File: src/rtl/prog_loader.sv
// prog_loader: streams a program image into the CPU RAM and holds the CPU
// core in reset until the whole image has been written.
//
// Stream format: LEN byte, then LEN x {HI, LO} byte pairs. LEN = 0 means
// 2^ADDR_W words. The pairs are packed into {HI, LO} words and written to
// consecutive RAM addresses starting at 0.
//
// Optional build macro PROG_LOADER_CHECKSUM_EN: a CHK byte follows the image.
// It must equal the XOR of all HI and LO bytes. On mismatch the loader parks
// in ERR with err=1 and keeps the CPU held.
//
// Ports:
//   clk        system clock, rising edge
//   rst        asynchronous active-low reset
//   start      single-cycle load request (ignored while busy)
//   in_valid   in_data holds a valid byte
//   in_data    stream byte
//   in_ready   loader accepts a byte on this cycle's rising edge
//   ram_we     RAM write strobe, one cycle per word
//   ram_addr   RAM write address (holds its value between writes)
//   ram_wdata  RAM write data (holds its value between writes)
//   cpu_rst    active-low CPU hold, 0 = CPU held
//   busy       load in progress
//   done       image loaded, CPU released
//   err        checksum failure (constant 0 without the checksum build)
module prog_loader #(
  parameter int ADDR_W = 8,
  parameter int DATA_W = 16
) (
  input  logic              clk,
  input  logic              rst,
  input  logic              start,
  input  logic              in_valid,
  input  logic [7:0]        in_data,
  output logic              in_ready,
  output logic              ram_we,
  output logic [ADDR_W-1:0] ram_addr,
  output logic [DATA_W-1:0] ram_wdata,
  output logic              cpu_rst,
  output logic              busy,
  output logic              done,
  output logic              err
);

  // One extra bit so that a full 2^ADDR_W word image can be counted.
  localparam int CNT_W = ADDR_W + 1;
  localparam logic [CNT_W-1:0] CNT_ONE  = CNT_W'(1'b1);
  localparam logic [CNT_W-1:0] CNT_FULL = CNT_W'(1'b1) << ADDR_W;

  typedef enum logic [2:0] {
    S_IDLE  = 3'd0,
    S_LEN   = 3'd1,
    S_HI    = 3'd2,
    S_LO    = 3'd3,
    S_WRITE = 3'd4,
`ifdef PROG_LOADER_CHECKSUM_EN
    S_CHK   = 3'd6,
    S_ERR   = 3'd7,
`endif
    S_DONE  = 3'd5
  } state_t;

  state_t            state_r, state_s;
  logic [CNT_W-1:0]  rem_r, idx_r, len_s;
  logic [7:0]        hi_r;
  logic              accept_s;
  logic              in_ready_r, ram_we_r, cpu_rst_r, busy_r, done_r;
  logic              in_ready_s, ram_we_s, cpu_rst_s, busy_s, done_s;
  logic [ADDR_W-1:0] ram_addr_r;
  logic [DATA_W-1:0] ram_wdata_r;

`ifdef PROG_LOADER_CHECKSUM_EN
  logic [7:0] chk_r;
  logic       err_r, err_s;

  // Running checksum step: plain XOR of image bytes.
  function automatic logic [7:0] chk_fold(input logic [7:0] acc, input logic [7:0] b);
    return acc ^ b;
  endfunction
`endif

  // in_ready is a registered copy of "state accepts bytes", so it is the handshake term.
  assign accept_s = in_valid & in_ready_r;
  assign len_s    = (in_data == 8'h00) ? CNT_FULL : CNT_W'(in_data);

  // Next-state logic.
  always_comb begin
    state_s = state_r;
    case (state_r)
      S_IDLE:  if (start) state_s = S_LEN; else state_s = S_IDLE;
      S_LEN:   if (accept_s) state_s = S_HI; else state_s = S_LEN;
      S_HI:    if (accept_s) state_s = S_LO; else state_s = S_HI;
      S_LO:    if (accept_s) state_s = S_WRITE; else state_s = S_LO;
      S_WRITE: begin
        if (rem_r == CNT_ONE) begin
`ifdef PROG_LOADER_CHECKSUM_EN
          state_s = S_CHK;
`else
          state_s = S_DONE;
`endif
        end else begin
          state_s = S_HI;
        end
      end
      S_DONE:  if (start) state_s = S_LEN; else state_s = S_DONE;
`ifdef PROG_LOADER_CHECKSUM_EN
      S_CHK: begin
        if (accept_s) begin
          if (in_data == chk_r) state_s = S_DONE; else state_s = S_ERR;
        end else begin
          state_s = S_CHK;
        end
      end
      S_ERR:   if (start) state_s = S_LEN; else state_s = S_ERR;
`endif
      default: state_s = S_IDLE;
    endcase
  end

  // Output values for the state being entered; registered below.
  always_comb begin
    in_ready_s = 1'b0;
    ram_we_s   = 1'b0;
    cpu_rst_s  = 1'b0;
    busy_s     = 1'b0;
    done_s     = 1'b0;
`ifdef PROG_LOADER_CHECKSUM_EN
    err_s      = 1'b0;
`endif
    case (state_s)
      S_LEN, S_HI, S_LO: begin
        in_ready_s = 1'b1;
        busy_s     = 1'b1;
      end
      S_WRITE: begin
        busy_s   = 1'b1;
        // Guard: never strobe RAM with an index past the top address.
        ram_we_s = ~idx_r[ADDR_W];
      end
      S_DONE: begin
        done_s    = 1'b1;
        cpu_rst_s = 1'b1;
      end
`ifdef PROG_LOADER_CHECKSUM_EN
      S_CHK: begin
        in_ready_s = 1'b1;
        busy_s     = 1'b1;
      end
      S_ERR:   err_s = 1'b1;
`endif
      default: busy_s = 1'b0;
    endcase
  end

  // State and output registers; reset forces every output low at once.
  always_ff @(posedge clk or negedge rst) begin
    if (!rst) begin
      state_r    <= S_IDLE;
      in_ready_r <= 1'b0;
      ram_we_r   <= 1'b0;
      cpu_rst_r  <= 1'b0;
      busy_r     <= 1'b0;
      done_r     <= 1'b0;
    end else begin
      state_r    <= state_s;
      in_ready_r <= in_ready_s;
      ram_we_r   <= ram_we_s;
      cpu_rst_r  <= cpu_rst_s;
      busy_r     <= busy_s;
      done_r     <= done_s;
    end
  end

  // Datapath: counters, byte latches, RAM address/data.
  always_ff @(posedge clk or negedge rst) begin
    if (!rst) begin
      rem_r       <= {CNT_W{1'b0}};
      idx_r       <= {CNT_W{1'b0}};
      hi_r        <= 8'h00;
      ram_addr_r  <= {ADDR_W{1'b0}};
      ram_wdata_r <= {DATA_W{1'b0}};
`ifdef PROG_LOADER_CHECKSUM_EN
      chk_r       <= 8'h00;
`endif
    end else begin
      case (state_r)
        S_LEN: begin
          if (accept_s) begin
            rem_r <= len_s;
            idx_r <= {CNT_W{1'b0}};
`ifdef PROG_LOADER_CHECKSUM_EN
            chk_r <= 8'h00;
`endif
          end
        end
        S_HI: begin
          if (accept_s) begin
            hi_r  <= in_data;
`ifdef PROG_LOADER_CHECKSUM_EN
            chk_r <= chk_fold(chk_r, in_data);
`endif
          end
        end
        S_LO: begin
          if (accept_s) begin
            ram_wdata_r <= DATA_W'({hi_r, in_data});
            ram_addr_r  <= idx_r[ADDR_W-1:0];
`ifdef PROG_LOADER_CHECKSUM_EN
            chk_r       <= chk_fold(chk_r, in_data);
`endif
          end
        end
        S_WRITE: begin
          idx_r <= idx_r + CNT_ONE;
          rem_r <= rem_r - CNT_ONE;
        end
        default: begin
          // A restart clears the word index immediately.
          if (state_s == S_LEN) idx_r <= {CNT_W{1'b0}};
        end
      endcase
    end
  end

`ifdef PROG_LOADER_CHECKSUM_EN
  // Error flag register.
  always_ff @(posedge clk or negedge rst) begin
    if (!rst) err_r <= 1'b0;
    else      err_r <= err_s;
  end
  assign err = err_r;
`else
  assign err = 1'b0;
`endif

  assign in_ready  = in_ready_r;
  assign ram_we    = ram_we_r;
  assign ram_addr  = ram_addr_r;
  assign ram_wdata = ram_wdata_r;
  assign cpu_rst   = cpu_rst_r;
  assign busy      = busy_r;
  assign done      = done_r;

endmodule

File: config.mk
export PLATFORM = sky130hd
export DESIGN_NAME = prog_loader
export DESIGN_NICKNAME = d
export VERILOG_FILES = /design/src/rtl/prog_loader.sv
export SDC_FILE = /design/constraint.sdc
export NUM_CORES = 1
export LEC_CHECK = 0
export CAP_MARGIN = 20
export CORE_MARGIN = 1
export CORE_UTILIZATION = 36
export CTS_CLUSTER_SIZE = 24
export DETAILED_ROUTE_END_ITERATION = 6
export GPL_TIMING_DRIVEN = 1
export PLACE_DENSITY = 0.68
export RECOVER_POWER = 25
export REMOVE_ABC_BUFFERS = 1
export SLEW_MARGIN = 5
export SYNTH_ARGS = -nofsm -noshare
export SYNTH_HDL_FRONTEND = slang
export SYNTH_SLANG_ARGS = --single-unit
File: constraint.sdc
create_clock -name clk -period 5.3 [get_ports clk]
set_input_delay 0.53 -clock clk [delete_from_list [all_inputs] [get_ports clk]]
set_output_delay 0.53 -clock clk [all_outputs]
set_load 0.02 [all_outputs]
After elaboration in Yosys (flattened, before gate mapping)
Cells that the tools add are included.
{ "op_classes": {"n_addsub": 2, "n_mul": 0, "n_div": 0, "magnitude_cmp": 0, "n_eq_ne": 12, "shift": 0, "muxes": 17, "bitwise": 3, "n_reduce_logical": 11} }
{ "op_table": {"columns": ["cell", "count"], "rows": [
  ["9-bit 2-to-1 mux", 4],
  ["9-bit one-hot mux with 3 select lines", 1],
  ["3-bit one-hot mux with 6 select lines", 1],
  ["9-bit one-hot mux with 2 select lines", 1],
  ["3-bit by 2-bit equality test with 1-bit output (second input constant)", 4],
  ["3-bit equality test (second input constant)", 4],
  ["9-bit by 1-bit adder with 9-bit output (second input constant)", 1],
  ["9-bit by 1-bit equality test with 1-bit output (second input constant)", 1],
  ["3-bit 2-to-1 mux", 3],
  ["9-bit by 1-bit subtractor with 9-bit output (second input constant)", 1],
  ["8-bit zero test", 1],
  ["3-bit by 1-bit equality test with 1-bit output (second input constant)", 2],
  ["1-bit 2-to-1 mux", 6],
  ["2-bit AND reduction", 3],
  ["4-bit OR reduction", 1],
  ["3-bit zero test", 1],
  ["3-bit AND reduction", 1],
  ["3-bit nonzero test", 1],
  ["3-bit OR reduction", 1],
  ["2-bit 2-to-1 mux", 1],
  ["2-bit != test (second input constant)", 1],
  ["1-bit NOT", 2],
  ["2-bit nonzero test", 1],
  ["2-bit OR reduction", 1],
  ["1-bit AND", 1]
]} }
{ "totals": {"ff_bits": 57, "latch_bits": 0, "ramBits": 0, "romBits": 0, "input_bits": 12, "output_inout_bits": 30, "word_cells": 55, "memories": 0} }

Logic depth before layout (Yosys ltp)
{ "depth": {"word_depth": 6, "mapped_depth": 6} }

Least setup slack after synthesis
OpenSTA, ideal clock, no wires.
{ "synth_path": {"path_type": "reg2reg", "from": "reg rem_r[2]", "to": "reg in_ready_r (netlist: in_ready)", "t_arrival_ns": 1.572, "setup_slack_ns": 3.608, "stages_incl_launch_ff": 6, "period_less_slack_ns": 1.692, "cell_sequence": "dfrtp_1 or3_1 buf_2 or4_4 nor2_2 nor3_1"} }
{ "synth_between": {"elab_chain_cells": 6, "elab_cells_between_ends": 8, "classes_between": "4 x eq/ne; 3 x mux; 1 x reduce/logical"} }
{ "synth_rtl": {"columns": ["item", "line_no", "rtl"], "rows": [
  ["from (decl)", "64", "logic [CNT_W-1:0] rem_r, idx_r, len_s;"],
  ["from (signal assigned)", "177", "rem_r <= {CNT_W{1'b0}};"],
  ["from (signal assigned)", "189", "rem_r <= len_s;"],
  ["from (signal assigned)", "215", "rem_r <= rem_r - CNT_ONE;"],
  ["9-bit by 1-bit equality test with 1-bit output (*)", "95", "if (rem_r == CNT_ONE) begin"],
  ["3-bit 2-to-1 mux (*)", "95", null],
  ["3-bit one-hot mux with 6 select lines (*)", "89", "case (state_r)"],
  ["3-bit by 1-bit equality test with 1-bit output / 3-bit by 2-bit equality test with 1-bit output (equally long branches)", "130", "case (state_s)"],
  ["3-bit OR reduction (*)", null, null],
  ["1-bit 2-to-1 mux (*)", "130", null],
  ["net in_ready_s", "68", "logic in_ready_s, ram_we_s, cpu_rst_s, busy_s, done_s;"],
  ["to (signal assigned)", "166", "in_ready_r <= in_ready_s;"],
  ["to (decl)", "67", "logic in_ready_r, ram_we_r, cpu_rst_r, busy_r, done_r;"]
]} }
Mark *: on every way through the listed nets, which the timed path passes. The rest lies on a longest branch.
A chain may end at the register's enable or synchronous reset.

==> report_table.html <==
<table>
<tr><th>Metric</th><th>Value</th></tr>
<tr><th colspan="2">Global routing</th></tr>
<tr><td>Global-route wire length before repair</td><td>9.07 mm</td></tr>
<tr><td>GRT Residual Overflow</td><td>0</td></tr>
<tr><td>Total global routing track utilization</td><td>0.158</td></tr>
<tr><td>Vias in the first global route</td><td>1,890</td></tr>
<tr><td>Maximum number of pins on one net before global-route repair</td><td>58</td></tr>
<tr><td>Number of antenna violations at the first check in global routing</td><td>0</td></tr>
<tr><th colspan="2">Synth</th></tr>
<tr><td>Number of standard cells after synthesis</td><td>235</td></tr>
<tr><td>Count of distinct cell types in the synthesized netlist</td><td>47</td></tr>
<tr><td>Synthesis Warnings</td><td>0</td></tr>
<tr><td>Post-synth top flop</td><td>sky130_fd_sc_hd__dfrtp_1</td></tr>
<tr><td>Average cell area after synthesis</td><td>11.2 µm²</td></tr>
<tr><td>Leading cell type by number of instances after synthesis</td><td>sky130_fd_sc_hd__dfrtp_1</td></tr>
<tr><td>Top-area cell type share of the netlist area</td><td>0.542</td></tr>
<tr><td>Flops &amp; latches, synth</td><td>57</td></tr>
<tr><td>Leading area contributor after synthesis</td><td>sky130_fd_sc_hd__dfrtp_1</td></tr>
<tr><td>Total standard cell area after synthesis</td><td>0.00263 mm²</td></tr>
<tr><td>Sequential-to-total area share from yosys stat</td><td>0.542</td></tr>
<tr><td>Async SR Flop Fraction</td><td>1.00</td></tr>
<tr><td>Largest cells by area after synthesis</td><td>sky130_fd_sc_hd__dfrtp_1, sky130_fd_sc_hd__mux2_1, sky130_fd_sc_hd__mux2_2, sky130_fd_sc_hd__o21ai_0, sky130_fd_sc_hd__nand2_1</td></tr>
<tr><td>Commonest cells in the synthesized netlist</td><td>sky130_fd_sc_hd__dfrtp_1, sky130_fd_sc_hd__mux2_1, sky130_fd_sc_hd__nand2_1, sky130_fd_sc_hd__nor2_1</td></tr>
<tr><td>Number of enable flip-flop cells after synthesis</td><td>0</td></tr>
<tr><th colspan="2">Timing</th></tr>
<tr><td>Setup skew after layout</td><td>0.00497 ns</td></tr>
<tr><td>Endpoints failing setup</td><td>0</td></tr>
<tr><td>RSZ-0062 raised after global routing</td><td>false</td></tr>
<tr><td>Setup total negative slack</td><td>0 ns</td></tr>
<tr><td>Share of the cycle needed by the critical path after routing</td><td>0.556</td></tr>
<tr><td>Final hold viol count</td><td>0</td></tr>
<tr><td>Slew at the pin closest to its max-slew limit</td><td>2.98 ns</td></tr>
<tr><td>Fmax achieved</td><td>339 MHz</td></tr>
<tr><td>Minimum clock period</td><td>2.95 ns</td></tr>
<tr><td>Worst Setup Slack, final</td><td>2.35 ns</td></tr>
<tr><td>Relative slew margins</td><td>-0.986</td></tr>
<tr><td>Final slew viol count</td><td>58</td></tr>
<tr><th colspan="2">Job</th></tr>
<tr><td>Max-cap violations</td><td>1</td></tr>
<tr><th colspan="2">Clock network</th></tr>
<tr><td>Clock root cell</td><td>sky130_fd_sc_hd__clkbuf_8</td></tr>
<tr><td>Clock transition at path regs</td><td>0.06 ns</td></tr>
<tr><td>Count of cells resized by post-cts repair</td><td>0</td></tr>
<tr><td>CTS HTree Levels</td><td>3</td></tr>
<tr><td>CTS tree</td><td>yes</td></tr>
<tr><td>CTS hold repair buffers</td><td>0</td></tr>
<tr><td>Post-CTS repair timing setup buffer count</td><td>0</td></tr>
<tr><td>TritonCTS Buffers</td><td>9</td></tr>
<tr><td>Max Root-Sink Buffers</td><td>2</td></tr>
<tr><td>Number of sinks driven by the clock tree</td><td>57</td></tr>
<tr><td>Clock latency reported for the late side of the worst-skew pair</td><td>0.34 ns</td></tr>
<tr><th colspan="2">Drt</th></tr>
<tr><td>Vias</td><td>1,930</td></tr>
<tr><td>Avg WL per Cell</td><td>14.9 µm</td></tr>
<tr><td>Detailed router's first-iteration violation count</td><td>143</td></tr>
<tr><td>Number of remaining DRC errors</td><td>0</td></tr>
<tr><td>Ratio of routed vias to standard cells</td><td>5.17</td></tr>
<tr><td>Count of antenna-violating nets left after detailed routing</td><td>0</td></tr>
<tr><td>Total wirelength of the detailed-routed design</td><td>5.55 mm</td></tr>
<tr><td>First-pass iteration count of the detailed router</td><td>4</td></tr>
<tr><th colspan="2">Placed design</th></tr>
<tr><td>Gp weighted congestion</td><td>0.773</td></tr>
<tr><td>HPWL reported at the end of detailed placement</td><td>3.65 mm</td></tr>
<tr><td>Port Buffers</td><td>40</td></tr>
<tr><td>Post-placement worst setup slack</td><td>2.56 ns</td></tr>
<tr><th colspan="2">Run status</th></tr>
<tr><td>Status</td><td>finished, violations left</td></tr>
<tr><td>Violated checks</td><td>max-capacitance violations, max-slew violations</td></tr>
<tr><th colspan="2">Layout</th></tr>
<tr><td>Ratio of cells with drive above 1 in the final layout</td><td>0.130</td></tr>
<tr><td>Number of antenna diodes</td><td>0</td></tr>
<tr><td>Layout net count</td><td>287</td></tr>
<tr><td>Total of fill cells in the finished design</td><td>659</td></tr>
<tr><td>Synthesis-to-finish area growth</td><td>25.1%</td></tr>
<tr><th colspan="2">Power</th></tr>
<tr><td>Static power due to leakage</td><td>1.40 nW</td></tr>
<tr><td>Power, Total</td><td>1.85 mW</td></tr>
<tr><td>Total power per unit cell area</td><td>563 mW/mm²</td></tr>
<tr><td>Max rail drop VDD</td><td>0.169 mV</td></tr>
<tr><th colspan="2">Worst setup path</th></tr>
<tr><td>CP required</td><td>5.09 ns</td></tr>
<tr><td>Highest net fanout along the worst path</td><td>57</td></tr>
<tr><td>Crit Path Class</td><td>in -&gt; async</td></tr>
<tr><td>CP Cell Sequence</td><td>buf_2 &gt; clkbuf_1</td></tr>
<tr><td>Type of destination of the critical path</td><td>asynchronous set/reset pin</td></tr>
<tr><td>Element type at the critical path start</td><td>input pin</td></tr>
<tr><td>Data arrival, critical path</td><td>2.74 ns</td></tr>
<tr><td>Largest stage delay on the critical path</td><td>2.09 ns</td></tr>
<tr><td>Crit-path leading delay family</td><td>buffers and inverters</td></tr>
<tr><td>Master of the slowest instance on the critical path</td><td>sky130_fd_sc_hd__clkbuf_1</td></tr>
<tr><td>Count of buffering cells on the critical path with inverters included</td><td>2</td></tr>
<tr><th colspan="2">Floorplanning</th></tr>
<tr><td>Die boundary height</td><td>87.5 µm</td></tr>
<tr><td>Die Wd</td><td>87.5 µm</td></tr>
<tr><td>Total Die Area</td><td>0.00765 mm²</td></tr>
<tr><td>Standard cell core area</td><td>0.00691 mm²</td></tr>
<tr><td>Number of primary I/O pins</td><td>42</td></tr>
<tr><td>Cell Rows</td><td>30</td></tr>
<tr><td>Initial Util</td><td>0.381</td></tr>
<tr><th colspan="2">Hold path</th></tr>
<tr><td>Hold/Removal Path Class</td><td>reg -&gt; reg</td></tr>
</table>
## per-stage QoR
step	hold slack (ns)	util	area [µm²]	cells
6_report	0.434	0.476	3290	373
5_1_grt	0.468	0.476	3290	373
4_1_cts	0.353	0.477	3290	373
3_5_place_dp	0.429	0.447	3090	357
3_3_place_gp	0.420	0.447	3090	357
2_1_floorplan	0.234	-	2560	220
## path summary, 6_finish.rpt
kind | cells past startpoint | slack, ns | to | from
hold reg to reg | 1 | 0.43 | ram_we | idx_r[8]
setup reg to reg | 4 | 2.90 | rem_r[6] | state_r[2]
min in group asynchronous | 2 | 1.26 | ram_wdata[5] | rst
hold / removal | 1 | 0.43 | ram_we | idx_r[8]
max in group clk | 4 | 2.90 | rem_r[6] | state_r[2]
setup / recovery | 2 | 2.35 | ram_wdata[1] | rst
## layout by cell type (no fill, tap or decap), drive strengths merged, types with 3 or more instances in the layout
cell type	count
a211oi	4
a21oi	10
a31oi	6
and3	3
clkbuf	15
clkdlybuf4s50	39
dfrtp	57
ha	3
inv	7
mux2	32
nand2	14
nand3	9
nand4	3
nor2	15
nor3	4
nor4	5
o21ai	15
or3	3
or4	4
## where the power goes
part           switching, mW  internal (mW)  total, mW
registers              0.161          0.602      0.764
clock network          0.169          0.255      0.424
logic                  0.332          0.335      0.667
## logic make-up after synthesis
group	count (synthesis)	share of synthesized area
AO/OA/AOI/OAI	48	0.113
XOR/XNOR	1	0.00333
adder cells (fa/ha/maj)	3	0.0143
buffers and inverters	22	0.0371
flip-flops	57	0.542
multiplexers	32	0.137
other	1	0.00143
AND/OR/NAND/NOR	71	0.152
## per-layer routing
layer  up-vias  share of wire  GRT usage
li1        926              -          -
met2        40           0.48      0.245
met4         0          0.019     0.0894
met3        11          0.031     0.0294
met5         -              0          0
met1       953           0.47      0.208
## flip-flops by register name, summed over array words and instances (netlist names)
register and flops:
rem_r 9, in_ready 1, ram_we 1, idx_r 9, state_r 3, ram_wdata 16, hi_r 8, done 1
busy 1, ram_addr 8
## layout make-up
class | count | area, µm² | area share
repair buffers | 41 | 399 | 0.121
well taps | 96 | 120 | 0.0365
flip-flops and latches | 57 | 1430 | 0.433
inverters | 7 | 26.3 | 0.00798
clock buffers | 14 | 173 | 0.0525
clock inverters | 2 | 35.0 | 0.0106
multi-input cells | 156 | 1110 | 0.338
Note: power is estimated with default switching activity, not from simulation.
